`src/rtl/shared_counter_pkg.sv`:
```
// Shared types for the arbitrated shared-counter controller.
package shared_counter_pkg;

    typedef enum logic [1:0] {
        OP_INC  = 2'd0,
        OP_DEC  = 2'd1,
        OP_LOAD = 2'd2,
        OP_READ = 2'd3
    } op_e;

    typedef enum logic [1:0] {
        IDLE = 2'd0,
        EXEC = 2'd1,
        RESP = 2'd2
    } state_e;

endpackage

```
`src/rtl/shared_counter_ctrl_rr_arbiter.sv`:
```
// Combinational round-robin arbiter: search starts at ptr and wraps past N-1.
module rr_arbiter
    import shared_counter_pkg::*;
#(
    parameter int N = 4,
    localparam int IDW = (N > 1) ? $clog2(N) : 1
) (
    input  logic [N-1:0]   req,
    input  logic [IDW-1:0] ptr,
    input  logic           en,
    output logic [N-1:0]   gnt,
    output logic [IDW-1:0] gnt_id
);

    always_comb begin
        logic [IDW:0]   pos;
        logic [IDW-1:0] idx;
        logic           found;
        gnt    = '0;
        gnt_id = '0;
        found  = 1'b0;
        pos    = '0;
        idx    = '0;
        for (int i = 0; i < N; i++) begin
            // extra bit keeps ptr+i from overflowing before the wrap back into range
            pos = {1'b0, ptr} + (IDW+1)'(i);
            if (pos >= (IDW+1)'(N)) begin
                pos = pos - (IDW+1)'(N);
            end
            idx = pos[IDW-1:0];
            if (en && !found && req[idx]) begin
                gnt[idx] = 1'b1;
                gnt_id   = idx;
                found    = 1'b1;
            end
        end
    end

endmodule

```
`src/rtl/shared_counter_ctrl.sv`:
```
// Round-robin shared counter controller; define SHARED_COUNTER_CTRL_SAT_EN
// to make INC/DEC saturate instead of wrapping.
//
// state | meaning
// IDLE  | offer req_ready to the round-robin winner; handshake applies the op to count
// EXEC  | count already holds the result; capture response registers
// RESP  | rsp_valid held with stable id/data until rsp_ready
module shared_counter_ctrl
    import shared_counter_pkg::*;
#(
    parameter int  WIDTH = 3,
    parameter int  N_REQ = 4,
    localparam int IDW   = $clog2(N_REQ)
) (
    input  logic                   CLK,
    input  logic                   ASYNCRESETN,
    input  logic [N_REQ-1:0]       req_valid,
    output logic [N_REQ-1:0]       req_ready,
    input  logic [2*N_REQ-1:0]     req_op,
    input  logic [WIDTH*N_REQ-1:0] req_data,
    output logic                   rsp_valid,
    input  logic                   rsp_ready,
    output logic [IDW-1:0]         rsp_id,
    output logic [WIDTH-1:0]       rsp_data,
    output logic [WIDTH-1:0]       O
);

    state_e           state;
    logic [WIDTH-1:0] count;
    logic [IDW-1:0]   ptr;
    logic [IDW-1:0]   cmd_id;
    logic [IDW-1:0]   gnt_id;
    logic [IDW-1:0]   ptr_next;
    op_e              sel_op;
    logic [WIDTH-1:0] sel_data;
    logic [WIDTH-1:0] cnt_next;

    rr_arbiter #(.N(N_REQ)) u_arb (
        .req    (req_valid),
        .ptr    (ptr),
        .en     (state == IDLE),
        .gnt    (req_ready),
        .gnt_id (gnt_id)
    );

    always_comb begin
        sel_op   = OP_READ;
        sel_data = '0;
        for (int i = 0; i < N_REQ; i++) begin
            if (req_ready[i]) begin
                sel_op   = op_e'(req_op[2*i +: 2]);
                sel_data = req_data[WIDTH*i +: WIDTH];
            end
        end
    end

`ifdef SHARED_COUNTER_CTRL_SAT_EN
    logic [WIDTH:0] sum_ext;
    logic [WIDTH:0] dif_ext;
    assign sum_ext = {1'b0, count} + (WIDTH+1)'(1);
    assign dif_ext = {1'b0, count} - (WIDTH+1)'(1);

    always_comb begin
        cnt_next = count;
        case (sel_op)
            OP_INC:  cnt_next = sum_ext[WIDTH] ? count : sum_ext[WIDTH-1:0];
            OP_DEC:  cnt_next = dif_ext[WIDTH] ? count : dif_ext[WIDTH-1:0];
            OP_LOAD: cnt_next = sel_data;
            default: cnt_next = count;
        endcase
    end
`else
    always_comb begin
        cnt_next = count;
        case (sel_op)
            OP_INC:  cnt_next = WIDTH'({1'b0, count} + (WIDTH+1)'(1));
            OP_DEC:  cnt_next = WIDTH'({1'b0, count} - (WIDTH+1)'(1));
            OP_LOAD: cnt_next = sel_data;
            default: cnt_next = count;
        endcase
    end
`endif

    assign ptr_next = (gnt_id == IDW'(N_REQ-1)) ? '0 : gnt_id + IDW'(1);

    // The op lands in count on the handshake edge, so O leads rsp_valid by a cycle.
    always_ff @(posedge CLK or negedge ASYNCRESETN) begin
        if (!ASYNCRESETN) begin
            state     <= IDLE;
            count     <= '0;
            ptr       <= '0;
            cmd_id    <= '0;
            rsp_valid <= 1'b0;
            rsp_id    <= '0;
            rsp_data  <= '0;
        end else begin
            case (state)
                IDLE: begin
                    if (|req_ready) begin
                        count  <= cnt_next;
                        cmd_id <= gnt_id;
                        ptr    <= ptr_next;
                        state  <= EXEC;
                    end
                end
                EXEC: begin
                    rsp_valid <= 1'b1;
                    rsp_id    <= cmd_id;
                    rsp_data  <= count;
                    state     <= RESP;
                end
                RESP: begin
                    if (rsp_ready) begin
                        rsp_valid <= 1'b0;
                        state     <= IDLE;
                    end
                end
                default: state <= IDLE;
            endcase
        end
    end

    assign O = count;

endmodule

```
`config.mk`:
```
export PLATFORM = sky130hd
export DESIGN_NAME = shared_counter_ctrl
export DESIGN_NICKNAME = d
export VERILOG_FILES = /design/src/rtl/shared_counter_pkg.sv /design/src/rtl/shared_counter_ctrl_rr_arbiter.sv /design/src/rtl/shared_counter_ctrl.sv
export SDC_FILE = /design/constraint.sdc
export NUM_CORES = 1
export LEC_CHECK = 0
export BUFFER_PORTS_ARGS = -buffer_cell sky130_fd_sc_hd__buf_2
export CORE_ASPECT_RATIO = 1.1
export CORE_MARGIN = 5
export CORE_UTILIZATION = 51
export CTS_CLUSTER_DIAMETER = 100
export DETAILED_ROUTE_END_ITERATION = 6
export PLACE_DENSITY = 0.82
export SETUP_SLACK_MARGIN = 0.5
export SKIP_LAST_GASP = 1
export SYNTH_ARGS = -nofsm -noshare
export SYNTH_HDL_FRONTEND = slang
export SYNTH_SLANG_ARGS = --single-unit
export TNS_END_PERCENT = 10
```
`constraint.sdc`:
```
create_clock -name CLK -period 5.6 [get_ports CLK]
set_clock_uncertainty 0.05 [all_clocks]
set_input_delay 0.28 -clock CLK [delete_from_list [all_inputs] [get_ports CLK]]
set_output_delay 0.28 -clock CLK [all_outputs]
set_load 0.03 [all_outputs]
```
* Word-level counts from Yosys, hierarchy flattened *
Cells that the tools add are included.

storage, ports and cells
  flip-flop bits (word level) = 15
  latch bits = 0
  bits in writable memories = 0
  ROM bits = 0
  input port bits = 27
  output and inout port bits = 13
  logic and storage cells = 108
  memories kept = 0

operators by class
  $add $sub $neg = 10
  multiply operators = 0
  div/mod/pow operators = 0
  order comparisons = 12
  eq/ne operators = 7
  shifts and indexed selects = 0
  mux-type cells = 46
  bitwise logic cells = 3
  reductions and logical operators = 23

operators with widths
  operator                                                                             number
  2-bit 2-to-1 mux                                                                     15
  4-bit 2-to-1 mux                                                                     4
  2-bit by 3-bit < comparator with 1-bit output, second input constant                 4
  1-bit 2-to-1 mux                                                                     12
  3-bit 2-to-1 mux                                                                     4
  4-bit OR                                                                             3
  1-bit logical AND                                                                    11
  3-bit greater-or-equal comparator, second input constant                             3
  3-bit case mux with 3 select lines                                                   1
  1-bit binary-select mux with 2-bit select                                            4
  1-bit demux with 2-bit select                                                        4
  2-bit by 1-bit greater-or-equal comparator with 1-bit output, second input constant  4
  2-bit by 1-bit subtractor with 2-bit output, second input constant                   4
  2-bit by 2-bit adder with 3-bit output, second input constant                        2
  2-bit == test, second input constant                                                 3
  2-bit case mux with 3 select lines                                                   1
  2-bit AND reduction                                                                  3
  2-bit by 1-bit == test with 1-bit output, second input constant                      2
  2-bit logical NOT                                                                    2
  2-bit inequality test, second input constant                                         2
  4-bit OR reduction                                                                   1
  2-bit by 1-bit adder with 3-bit output, second input constant                        1
  3-bit by 1-bit adder with 3-bit output, second input constant                        1
  2-bit by 3-bit greater-or-equal comparator with 1-bit output, second input constant  1
  7 further kinds                                                                      9

* Depth between registers and ports, before layout *
Gate-level depths: netlist of the first run.

  depth in word-level cells = 25
  gate-level depth with buffers = 16

* Modules after synthesis *
A second synthesis of the first run with hierarchy kept.

unflattened totals
  cells, all modules = 175
  area total of the unflattened synthesis = 1,531.5 µm²

modules (own cells, without submodules)
  module               instances  cells an instance  area each (µm²)
  shared_counter_ctrl  1          101                927.1
  rr_arbiter           1          74                 604.3

* Worst setup path before layout of the first run *
Ideal clock, no wire load.

  kind = reg2reg
  start = register (tool-made name)
  end = register count[2], in the netlist O[2]
  library setup time = 0.087 ns
  arrival = 3.989 ns
  required time = 5.463 ns
  setup slack = 1.474 ns
  cell stages (with the launch flop) = 16
  period minus slack after synthesis = 4.126 ns
  cell sequence = dfrtp_1 -> buf_6 -> inv_1 -> ha_1 -> mux4_2 -> nand2b_1 -> nor3_2 -> a221oi_2 -> inv_1 -> nor3_1 -> o21a_1 -> nor2_1 -> fa_1 -> or4_1 -> a31o_1 -> o211ai_1

RTL lines
  item                  RTL line                    source
  end signal, assigned  shared_counter_ctrl.sv:100  count <= cnt_next;
  end, declared         shared_counter_ctrl.sv:29   logic [WIDTH-1:0] count;

==> results by group, run 1 <==
Global routing
  • Grt total ovfl: 0
  • Overall Global Routing Usage: roughly 18%
  • First-pass GRT wire length: 5.26 mm
  • Largest net degree at the start of global routing: 16
  • Number of antenna violations at the first check in global routing: 0
  • Vias in the first global route: 1213

Worst setup path
  • Slowest-stage cell, CP: dfrtp_1
  • Reg2Reg Capture Point: O[2]
  • Worst-path fanout max: 13
  • Flop-to-flop setup slack: 0.84 ns
  • Crit end category: flop
  • Slowest stage delay, CP: between 0.6 and 0.7 ns
  • Worst EP required: 5.75 ns
  • R2R depth: 13
  • WP data arrival: a little under 5 ns
  • Crit start category: flop
  • Crit-path cells: inv_1 > ha_1 > mux4_2 > nor2b_1 > a22o_1 > a222oi_1 > nor3_1 > o221ai_2 > nor2_1 > fa_1 > or4_1 > a31o_1 > o211ai_1
  • Setup CP Type: flop to flop

Floorplanning
  • Row count: 19
  • Full die area: approximately 3600 sq um
  • Starting Density: about half
  • Core area: approximately 2400 sq um
  • Die W: roughly 58 microns
  • Die Ht: ~62 microns
  • Io pins: 40

Detailed routing
  • Drt initial violations: 77
  • Final wirelength: between 3 and 4 mm
  • DRT antenna net count: 0
  • Vias per cell: 5.94
  • First-pass DRT Iterations: 5
  • Vias: 1218
  • Wire per inst: between 15 and 20 microns
  • DRC errors left: 0

Clocking
  • Worst-case clock buffer depth: 2
  • Clock transition at path regs: 0.09 ns
  • Post_cts resized: 0
  • Later-pin clock latency in the skew report: approximately 0.28 ns
  • # H-tree levels: 1
  • CTS Buf Count: 3
  • Clock tree sinks: 15
  • Hold Buf Count CTS: 1
  • Root buffer cell: clkbuf_4
  • Post-CTS Setup Repair Bufs: 0
  • TritonCTS clock tree: built

Power and ir drop
  • PD cells: roughly 750 nW/um^2
  • Worst vdd ir: ~0.39 mV
  • Pleak: 0.730 nW
  • Power Total: ~1.1 mW

Yosys
  • Most numerous cell in the Yosys netlist: dfrtp_1
  • Post-synth EDFFs: 0
  • Top-area cell type share of the netlist area: 29.6%
  • Average footprint of a synthesized cell: roughly 9.5 sq um
  • Post-Syn Area: ~1300 sq um
  • Warnings from Yosys: 0
  • Top post-synthesis cells by area: dfrtp_1 (30%), mux2_2 (7.1%), mux4_2 (7.1%), ha_1 (4.9%), inv_1 (3.6%)
  • Mapped Cells: around 130
  • Post-synth top cells: dfrtp_1 (15), inv_1 (12), nor2_1 (9), mux2_2 (8), a21oi_1 (7)
  • Sequential-to-total area share from yosys stat: between 20% and 30%
  • Yosys reg bits: 15
  • Ys async rst share: between 90% and 100%
  • Synth Net Count: 166
  • Cell variety after synth: 46
  • Dominant synthesized flop cell: dfrtp_1
  • Post-synth top area cell: dfrtp_1

Final layout
  • Layout Cells excl Fill: a little over 200
  • FF+latch area: ~380 sq um
  • Share of layout cells above drive strength 1: 35.6%
  • Fillers: 199
  • Multi-input logic area: between 800 and 900 sq um
  • Ant. Diodes: 0
  • Area grow syn2layout: 20.0%
  • Total Nets Final: between 200 and 250

Hold path
  • Hold Path Sink: state[1]
  • Min-Delay Path Depth: 2
  • Worst hold path type: input port to flop
  • Min-Delay Startpoint: rsp_ready

Timing
  • TNS Setup: 0 ns
  • Fin. Hold Viols: 0
  • Min cycle time layout: roughly 4.8 ns
  • RSZ-0062 raised after global routing: false
  • Tcrit/Tclk final: 85.0%
  • Slew margin rel.: approximately half
  • Final setup viols: 0
  • Worst-Margin Slew: 0.767 ns
  • Max Clk Rate: 0.210 GHz
  • Slew Limit Fails: 0

Place
  • Post-DP HPWL: 2.48 mm
  • Placed cell count: 200
  • Routability-driven placement congestion ratio: 0.899
  • Port bufs: 39

Job
  • Maxcap violations: 0

Status
  • Outcome: finished, final reports clean
[metrics by stage]
| step | hold slack, ns | worst slack [ns] | utilization (%) | instance area [sq um] |
|---|---|---|---|---|
| floorplan | -0.0656 | 1.47 | - | 1270 |
| global placement | 0.140 | 1.12 | 60.7 | 1490 |
| detailed placement | 0.143 | 0.902 | 60.7 | 1490 |
| CTS | 0.141 | 0.898 | 62.2 | 1520 |
| global route | 0.164 | 0.508 | 62.2 | 1520 |
| finish | 0.152 | 0.843 | 62.2 | 1520 |
[report_power, final]
part	internal [mW]	total, mW	switching, mW
clock	0.0265	0.0605	0.0340
combinational	0.355	0.847	0.492
sequential	0.168	0.238	0.0698
[logic make-up after synthesis]
family                   Yosys count  synth area share [%]
AND/OR/NAND/NOR                   41                  17.9
AO/OA/AOI/OAI                     40                  24.0
buffers and inverters             16                  5.52
flip-flops                        15                  29.6
multiplexers                      14                  15.8
adder cells (fa/ha/maj)            6                  6.51
XOR/XNOR                           1                 0.690
[cells in the final DEF (no fill, tap or decap), drive strengths merged, types with 2 or more instances in the layout]
master,synthesis,routed
a21oi,7,7
a221oi,3,3
a222oi,2,2
a22o,2,2
a22oi,3,3
a31o,2,2
buf,3,40
clkbuf,1,3
dfrtp,15,15
ha,5,5
inv,12,12
mux2,8,8
mux2i,2,2
mux4,4,4
nand2,6,6
nand2b,3,3
nand3,3,3
nand3b,2,2
nor2,9,9
nor2b,5,5
nor3,6,6
o211ai,4,4
o21ai,5,5
o221ai,4,4
o22ai,2,2
[flip-flops by register name, indices dropped and copies added, names as in the netlist, named ones only]
signal / count
O: 3
rsp_data: 3
cmd_id: 2
rsp_id: 2
state: 2
ptr: 1
rsp_valid: 1
[critical path: cells and delay by family (launching register included)]
| kind | cells | cell delay [ns] |
|---|---|---|
| flip-flops | 1 | 0.65 |
| AND/OR/NAND/NOR | 4 | 0.99 |
| multiplexers | 1 | 0.42 |
| adder cells (fa/ha/maj) | 2 | 0.86 |
| buffers and inverters | 1 | 0.19 |
| AO/OA/AOI/OAI | 5 | 1.50 |
[how the worst max path moves through the flow]
stage | from | end | cells past startpoint
final | flop | O[2] | 13
after floorplan | flop | O[2] | 15
after global placement | flop | O[2] | 13
after global routing | flop | O[2] | 13
after detailed placement | flop | O[2] | 13
after CTS | flop | O[2] | 13
[metal layers]
layer / GRT usage [%] / vias to the layer above / wire length (microns)
met5: 0 / - / 0
met4: 6.09 / 0 / 10
met3: 2.69 / 4 / 293
met2: 30.4 / 59 / 1490
met1: 21.8 / 568 / 1300
li1: - / 587 / -
[final cells by class]
class	count	area share, %
tap	31	2.55
timing repair buffer	41	14.0
inverter	12	2.96
clock inverter	1	0.329
sequential	15	24.7
multi-input combinational	102	54.1
clock buffer	3	1.48
Power figures use the tool's default switching activity.
==> run 2, diff against run 1 <==
clock period = 4.5 ns   (was 5.6 ns; I/O delays follow)
==> results by group, run 2 (synthesized netlist as in run 1, its figures left out) <==
Status
  • Outcome: finished, final reports clean (unchanged)

Global routing
  • Overall Global Routing Usage: 19.0% (was 17.6%)
  • First-pass GRT wire length: 5.67 mm (was 5.26 mm)
  • Grt total ovfl: 0 (unchanged)
  • Vias in the first global route: 1286 (was 1213)
  • Largest net degree at the start of global routing: 16 (unchanged)
  • Number of antenna violations at the first check in global routing: 0 (unchanged)

Place
  • Routability-driven placement congestion ratio: 0.986 (was 0.899)
  • Post-DP HPWL: 2.63 mm (was 2.48 mm)
  • Port bufs: 39 (unchanged)

Power and ir drop
  • Power Total: 1.69 mW (was 1.15 mW)
  • Pleak: 0.816 nW (was 0.730 nW)
  • Worst vdd ir: 0.675 mV (was 0.394 mV)
  • PD cells: 986 nW/um^2 (was 752 nW/um^2)

Timing
  • RSZ-0062 raised after global routing: false (unchanged)
  • Min cycle time layout: 3.91 ns (was 4.76 ns)
  • Fin. Hold Viols: 0 (unchanged)
  • Slew Limit Fails: 0 (unchanged)
  • Worst-Margin Slew: 0.460 ns (was 0.767 ns)
  • TNS Setup: 0 ns (unchanged)
  • Tcrit/Tclk final: 86.8% (was 85.0%)
  • Slew margin rel.: 69.0% (was 48.8%)
  • Final setup viols: 0 (unchanged)
  • Max Clk Rate: 0.256 GHz (was 0.210 GHz)

Clocking
  • Clock transition at path regs: 0.09 ns (about the same)
  • Root buffer cell: clkbuf_4 (unchanged)
  • # H-tree levels: 1 (unchanged)
  • Later-pin clock latency in the skew report: 0.28 ns (about the same)
  • Worst-case clock buffer depth: 2 (unchanged)
  • TritonCTS clock tree: built (unchanged)
  • Clock tree sinks: 15 (unchanged)
  • CTS Buf Count: 3 (unchanged)

Detailed routing
  • DRT antenna net count: 0 (unchanged)
  • Vias per cell: 6.01 (was 5.94)
  • Final wirelength: 3.71 mm (was 3.09 mm)
  • Wire per inst: 16.6 microns (was 15.1 microns)
  • DRC errors left: 0 (unchanged)
  • First-pass DRT Iterations: 5 (unchanged)
  • Drt initial violations: 76 (was 77)
  • Vias: 1346 (was 1218)

Worst setup path
  • R2R depth: 14 (was 13)
  • Crit path max-delay family: compound AO/OA/AOI/OAI gates (unchanged)
  • Reg2Reg Capture Point: O[2] (unchanged)
  • Slowest stage delay, CP: 0.52 ns (was 0.65 ns)
  • Crit-path cells: inv_4 > ha_4 > mux4_2 > nand2b_1 > nor3_2 > a222oi_1 > buf_4 > mux2_2 > o21a_1 > nor2_2 > fa_2 > or4_1 > a31o_1 > o211ai_1 (was inv_1 > ha_1 > mux4_2 > nor2b_1 > a22o_1 > a222oi_1 > nor3_1 > o221ai_2 > nor2_1 > fa_1 > or4_1 > a31o_1 > o211ai_1)
  • RR Startpoint: ptr[1]
  • Slowest-stage cell, CP: or4_1 (was dfrtp_1)
  • Crit end category: flop (unchanged)
  • Worst EP required: 4.65 ns (was 5.75 ns)
  • Worst-path fanout max: 5 (was 13)
  • Setup CP Type: flop to flop (unchanged)
  • WP data arrival: 4.06 ns (was 4.90 ns)
  • Flop-to-flop setup slack: 0.59 ns (was 0.84 ns)
  • Crit start category: flop (unchanged)
  • WP buf/inv: 2 (was 1)

Job
  • Maxcap violations: 0 (unchanged)

Floorplanning
  • Row count: 19 (unchanged)
  • Die W: 57.6 microns (unchanged)
  • Starting Density: 51.8% (unchanged)
  • Die Ht: 62.3 microns (unchanged)
  • Io pins: 40 (unchanged)
  • Core area: 2450 sq um (unchanged)
  • Full die area: 3590 sq um (unchanged)

Final layout
  • Area grow syn2layout: 35.0% (was 20.0%)
  • Commonest non-fill, non-tap cell in the layout: buf_2 (unchanged)
  • Most frequent cells in the layout: buf_2 (39), buf_4 (19), dfrtp_1 (14) (was buf_2 (39), dfrtp_1 (15), inv_1 (12))
  • Total Nets Final: 227 (was 208)
  • Share of layout cells above drive strength 1: 46.1% (was 35.6%)
  • Ant. Diodes: 0 (unchanged)

Hold path
  • Worst hold path type: input port to flop (unchanged)
  • Hold Path Sink: state[1] (unchanged)
  • Min-Delay Startpoint: rsp_ready (unchanged)
  • Min-Delay Path Depth: 2 (unchanged)
[run 2: layer usage]
metal  track usage, %  wire (microns)  vias up
li1                 -               -      631
met1             22.8            1470      640
met2             33.2            1900       67
met3             4.14             266        8
met4             6.09              80        0
met5                0               0        -
[run 2: worst max-delay path by stage]
stage                start   end  slack, ns  cells after the start
global route        ptr[1]  O[2]       0.43                     14
CTS                 ptr[1]  O[2]       0.52                     14
global placement    ptr[1]  O[2]       0.52                     14
detailed placement  ptr[1]  O[2]       0.39                     14
finish              ptr[1]  O[2]       0.59                     14
floorplan             flop  O[2]       0.55                     14
[run 2: power by group]
part	switching, mW	leakage [nW]	internal, mW
Clock	0.0401	0.0150	0.0344
Sequential	0.0664	0.183	0.211
Combinational	0.727	0.619	0.610
[run 2: per-stage QoR]
| stage | utilization (%) | hold slack, ns | area (sq um) | cells | setup slack (ns) |
|---|---|---|---|---|---|
| floorplan | - | -0.121 | 1290 | 133 | 0.548 |
| global placement | 62.4 | 0.0805 | 1530 | 203 | 0.525 |
| detailed placement | 62.4 | 0.0861 | 1530 | 203 | 0.390 |
| CTS | 63.9 | 0.112 | 1570 | 208 | 0.516 |
| global route | 70.0 | 0.154 | 1710 | 224 | 0.435 |
| finish | 70.0 | 0.114 | 1710 | 224 | 0.595 |
[run 2: what timing repair did]
action	CTS	global route
hold buffers	1	0
setup endpoints to repair	1	1
gates cloned	0	1
resized for setup	1	7
pin swaps	0	6
setup buffers	0	15
hold endpoints to repair	15	0
[run 2: cell type report]
cell class	instances	area, sq um
fillers	176	736
multi-input cells	102	865
inverters	12	47.5
flip-flops and latches	15	377
repair buffers	60	359
well taps	31	38.8
clock buffers	4	26.3
